$ cat config.mk
export PLATFORM = sky130hd
export DESIGN_NAME = conv_kxk_pipelined
export DESIGN_NICKNAME = d
export VERILOG_FILES = /design/src/rtl/conv_kxk_pipelined.sv
export SDC_FILE = /design/constraint.sdc
export NUM_CORES = 2
export LEC_CHECK = 0
export ABC_AREA = 0
export CAP_MARGIN = 20
export CORE_MARGIN = 2
export CORE_UTILIZATION = 49
export DETAILED_ROUTE_END_ITERATION = 10
export GPL_ROUTABILITY_DRIVEN = 0
export PLACE_DENSITY = 0.77
export SLEW_MARGIN = 20
export SYNTH_ARGS = -nofsm -noshare
export SYNTH_HDL_FRONTEND = slang
export SYNTH_SLANG_ARGS = --single-unit
$ cat constraint.sdc
create_clock -name clk -period 9.7 [get_ports clk]
set_input_delay 1.455 -clock clk [delete_from_list [all_inputs] [get_ports clk]]
set_output_delay 1.455 -clock clk [all_outputs]
set_load 0.02 [all_outputs]
$ cat src/rtl/conv_kxk_pipelined.sv
// K*K window convolution: products, registered adder tree, shift/saturate; latency clog2(K*K)+2.
// A single global enable (!out_valid || out_ready) stalls every stage; coefficient loads never stall.
module conv_kxk_pipelined #(
    parameter int DATA_W         = 8,
    parameter int COEF_W         = 8,
    parameter int K              = 3,
    parameter int SHIFT          = 0,
    parameter int OUT_W          = 16,
    parameter int CLAMP_UNSIGNED = 0
) (
    input  logic                         clk,
    input  logic                         rst,
    input  logic                         in_valid,
    output logic                         in_ready,
    input  logic [K*K*DATA_W-1:0]        in_window,
    input  logic                         coef_we,
    input  logic [$clog2(K*K)-1:0]       coef_addr,
    input  logic [COEF_W-1:0]            coef_data,
    input  logic                         coef_commit,
    output logic                         out_valid,
    input  logic                         out_ready,
    output logic [OUT_W-1:0]             out_data,
    output logic                         out_sat
);
    localparam int NN    = K * K;
    localparam int AW    = $clog2(NN);
    localparam int N     = $clog2(NN);
    localparam int PW    = DATA_W + COEF_W + 1;
    localparam int ACC_W = PW + N;
    localparam int CW    = ((ACC_W > OUT_W) ? ACC_W : OUT_W) + 2;

    function automatic int lvl_cnt(input int l);
        int c;
        c = NN;
        for (int i = 0; i < l; i++) c = (c + 1) / 2;
        return c;
    endfunction

    function automatic int lvl_off(input int l);
        int o;
        o = 0;
        for (int i = 0; i < l; i++) o += lvl_cnt(i);
        return o;
    endfunction

    // All tree levels live in one flat array; level l starts at lvl_off(l).
    localparam int NODES = lvl_off(N + 1);
    localparam int ROOT  = lvl_off(N);

    localparam logic signed [CW-1:0] ONE   = CW'(1);
    localparam logic signed [CW-1:0] S_MAX = (ONE <<< (OUT_W - 1)) - ONE;
    localparam logic signed [CW-1:0] S_MIN = -(ONE <<< (OUT_W - 1));
    localparam logic signed [CW-1:0] U_MAX = (ONE <<< OUT_W) - ONE;
    localparam logic signed [CW-1:0] HI    = (CLAMP_UNSIGNED != 0) ? U_MAX : S_MAX;
    localparam logic signed [CW-1:0] LO    = (CLAMP_UNSIGNED != 0) ? '0 : S_MIN;

    logic signed [COEF_W-1:0] shadow_q [NN];
    logic signed [COEF_W-1:0] active_q [NN];
    logic signed [ACC_W-1:0]  node_q   [NODES];
    logic [N:0]               vld_q;
    logic                     out_valid_q;
    logic [OUT_W-1:0]         out_data_q;
    logic                     out_sat_q;

    logic                     en;
    logic signed [PW-1:0]     prod_d [NN];
    logic signed [ACC_W-1:0]  shifted_d;
    logic signed [CW-1:0]     wide_d;
    logic [OUT_W-1:0]         out_data_d;
    logic                     out_sat_d;

    assign en        = !out_valid_q || out_ready;
    assign in_ready  = en;
    assign out_valid = out_valid_q;
    assign out_data  = out_data_q;
    assign out_sat   = out_sat_q;

    // Pixel zero-extended, coefficient sign-extended, both to the full product width.
    always_comb begin
        for (int j = 0; j < NN; j++) begin
            prod_d[j] = $signed({{(COEF_W + 1){1'b0}}, in_window[j*DATA_W +: DATA_W]})
                      * $signed({{(DATA_W + 1){active_q[j][COEF_W-1]}}, active_q[j]});
        end
    end

    always_comb begin
        shifted_d  = node_q[ROOT] >>> SHIFT;
        wide_d     = $signed({{(CW - ACC_W){shifted_d[ACC_W-1]}}, shifted_d});
        out_data_d = wide_d[OUT_W-1:0];
        out_sat_d  = 1'b0;
        if (wide_d > HI) begin
            out_data_d = HI[OUT_W-1:0];
            out_sat_d  = 1'b1;
        end else if (wide_d < LO) begin
            out_data_d = LO[OUT_W-1:0];
            out_sat_d  = 1'b1;
        end
    end

    always_ff @(posedge clk) begin
        if (rst) begin
            for (int j = 0; j < NN; j++) begin
                shadow_q[j] <= (j == (NN - 1) / 2) ? COEF_W'(1) : '0;
                active_q[j] <= (j == (NN - 1) / 2) ? COEF_W'(1) : '0;
            end
            for (int n = 0; n < NODES; n++) node_q[n] <= '0;
            vld_q       <= '0;
            out_valid_q <= 1'b0;
            out_data_q  <= '0;
            out_sat_q   <= 1'b0;
        end else begin
            // Commit reads shadow_q before this cycle's write lands.
            if (coef_we && (coef_addr < AW'(NN))) shadow_q[coef_addr] <= coef_data;
            if (coef_commit) begin
                for (int j = 0; j < NN; j++) active_q[j] <= shadow_q[j];
            end
            if (en) begin
                vld_q <= {vld_q[N-1:0], in_valid};
                for (int j = 0; j < NN; j++) begin
                    node_q[j] <= $signed({{N{prod_d[j][PW-1]}}, prod_d[j]});
                end
                for (int l = 1; l <= N; l++) begin
                    for (int j = 0; j < NN; j++) begin
                        if (j < lvl_cnt(l)) begin
                            if (2 * j + 1 < lvl_cnt(l - 1))
                                node_q[lvl_off(l) + j] <= node_q[lvl_off(l - 1) + 2 * j]
                                                        + node_q[lvl_off(l - 1) + 2 * j + 1];
                            else
                                node_q[lvl_off(l) + j] <= node_q[lvl_off(l - 1) + 2 * j];
                        end
                    end
                end
                out_valid_q <= vld_q[N];
                out_data_q  <= out_data_d;
                out_sat_q   <= out_sat_d;
            end
        end
    end
endmodule

==> results.yml <==
timing:
  maxSlewViolCount: 0
  finalSetupViolCount: 0
  slew_headroom_pct: 23.6
  finalClockSkew_ns: 0.0317
  hold_violations: 0
  max_freq_mhz: 181
  holdWs_ns: 0.452
  setup-tns-final_ns: 0
  setup_slack_ns: 4.18
  min_period_ns: 5.52
  post-route-period-util_pct: 56.9
  max_slew.worst_pin.slew_ns: 1.14
  rsz0062_at_grt: "false"
global_routing:
  grt_pass1_vias: 31100
  grt_overflow: 0
  track_usage_pct: 21.3
  antenna_found_initial: 7
  grt_max_degree: 128
  grt_pass1_wl_mm: 162
setup_path:
  cp_slowest_cell: "clkdlybuf4s50_1"
  cp_max_fo: 8
  r2r_start: "active_q[0][34]$_SDFFCE_PN0P_"
  crit_path_max_incr_delay_ns: 0.69
  arrival_ns: 5.89
  worstSetupPathType: "in2reg"
  worst_setup_path_start_kind: "input pin"
  worstPathCellList: "clkdlybuf4s50_1 -> nand2_1 -> fa_1 -> fa_1 -> inv_1 -> fa_1 -> inv_1 -> fa_1 -> inv_1 -> ha_1 -> o21a_1 -> o21ai_0 -> a21boi_0 -> a211o_1 -> xnor2_1 -> nor2_1"
  path_common_cell: "fa_1"
  r2r-end: "node_q[0][99]$_SDFFCE_PN0P_"
  r2r.worst_path.cells: 14
  r2r_slack_ns: 4.99
  cp-end-kind: "flip-flop"
  required_ns: 10.08
cts:
  clkLatencyLatePin_ns: 0.67
  clkSlewWorstSetupHoldPaths_ns: 0.06
  cts_buffers: 60
  cts_tree: "done"
  cts_resized: 0
  htreeDepth: 2
  max-clock-path-buffers: 3
  cts-hold-fix-buffers: 0
  postCtsSetupBuffers: 0
  cts_root_buf: "clkbuf_16"
  clkSinkCount: 539
yosys:
  synth_top_family_by_area: "adder cells"
  synthCells: 4355
  synthAdderAreaFrac_pct: 29.8
  synthMuxAreaShare_pct: 0.223
  netlist_top_cells_area: "edfxtp_1, fa_1, ha_1, and2_1, inv_1"
  ys_dominant_reg_cell: "edfxtp_1"
  synth-seq-cells: 539
  synthSimpleGateAreaFrac_pct: 17.7
  ys_types: 78
  synth_xor_area_share_pct: 3.51
  synth-edff-count: 516
  synth_top_area_share_pct: 34.1
  yosysSeqAreaShare_pct: 35.1
  synth_compound_area_share_pct: 8.68
  synth_warnings: 0
  syn-cell-area_mm2: 0.0454
  yosys.area.top_type: "edfxtp_1"
  async_flop_share_pct: 0
  synth_nets: 5321
  syn_area_per_cell_um2: 10.4
place:
  dp_slack_ns: 3.51
  portBuffers: 108
  dpl.hpwl_mm: 75.3
detailed_routing:
  via_per_inst: 5.36
  wl_per_cell_um: 17.1
  wl_mm: 98.8
  first_iter_violations: 2121
  drc: 0
  ant_nets: 0
  first_pass_iters: 5
  route.vias.total: 31000
final_layout:
  layout-drive-gt1-share_pct: 3.51
  syn2layout_area_growth_pct: 10.3
  fin_nets: 5444
floorplan:
  io_pins: 109
  die_h_um: 308
  die_w_um: 308
  row_count: 111
  initial_core_util_pct: 49.5
  core_area_mm2: 0.0918
  dieArea_mm2: 0.0952
power_and_ir_drop:
  ir_worst_vdd_mv: 0.148
  p_leak_uw: 0.0235
  p_total_uw: 9000
  power_density_mw_per_mm2: 180
flow_run:
  drv_cap: 0
hold_path:
  holdPathEnd: "out_data[15]$_SDFFE_PP0P_"
  hold_depth: 2
  hold_start: "out_data[15]$_SDFFE_PP0P_"
  hp-class: "reg2reg"
status:
  status: "completed"
==> critical path, delay by kind of cell <==
kind / cells / cell delay [ns]
AND/OR/NAND/NOR: 2 / 0.18
adder cells (fa/ha/maj): 5 / 2.35
buffers and inverters: 4 / 0.83
XOR/XNOR: 1 / 0.16
AO/OA/AOI/OAI: 4 / 0.91
==> stage by stage <==
stage          utilization, %  cell area [um2]  cells
3_3_place_gp             52.3            48000   5657
4_1_cts                  54.5            50000   5769
3_5_place_dp             52.3            48000   5657
5_1_grt                  54.6            50100   5771
2_1_floorplan               -            45400   4355
6_report                 54.6            50100   5774
==> sequential cells by signal (all words and copies together), names as in the netlist <==
signal / cells
node_q: 372
vld_q: 5
out_sat: 1
out_data: 16
active_q: 72
out_valid: 1
shadow_q: 72
==> routing by layer <==
layer  track usage, %  share of wire (%)  up-vias
met5                0                  0        -
met4             6.11                2.8        0
met3             2.81                6.1      164
met2             35.4                 47      828
met1             29.1                 44    15000
li1                 -                  -    14900
==> worst max-delay path by stage <==
stage	from	to	slack, ns
3_5_place_dp	in_window[13]	node_q[0][41]$_SDFFCE_PN0P_	3.51
4_1_cts	in_window[13]	node_q[0][41]$_SDFFCE_PN0P_	4.22
2_1_floorplan	out_ready	node_q[0][0]$_SDFFCE_PN0P_	0.91
5_1_grt	in_window[59]	node_q[0][167]$_SDFFCE_PN0P_	3.92
3_3_place_gp	in_window[13]	node_q[0][41]$_SDFFCE_PN0P_	3.61
6_report	in_window[15]	node_q[0][41]$_SDFFCE_PN0P_	4.18
==> kinds of logic after synthesis <==
family | after synthesis
simple gates | 1543
fa+ha+maj | 876
buf+inv | 611
compound gates | 594
flops | 539
xor+xnor | 182
mux | 10
==> placed cells by master, fill, tap and decap left out, types with 107 or more instances in the layout <==
master             n
a21oi_1          144
and2_1           589
clkdlybuf4s50_1  107
edfxtp_1         516
fa_1             341
ha_1             535
inv_1            548
nand2_1          270
nor2_1           363
o21ai_0          123
xnor2_1          108
==> power breakdown <==
group          switching (uW)  total (uW)  internal (uW)
clock network             985        2380           1390
logic                    1930        3340           1410
registers                 242        3290           3040
total                    3150        9000           5850
==> final cells by class <==
cell class              instances  area [um2]
inverters                     549        2060
diodes                          3        7.51
flip-flops and latches        539       16000
multi-input cells            3205       27200
well taps                    1243        1560
clock buffers                  72        1550
fillers                      7812       41700
clock inverters                40         522
repair buffers                123        1230
==> synth_stat cells (62+ instances only) <==
cell and instances:
nor2_1 364, ha_1 535, nor3_1 66, xnor2_1 108, inv_1 549, clkbuf_1 62, a21o_1 99, xor2_1 74
edfxtp_1 516, a21oi_1 145, and2_1 589, fa_1 341, nand2_1 270, o21ai_0 123
Power figures use the tool's default switching activity.
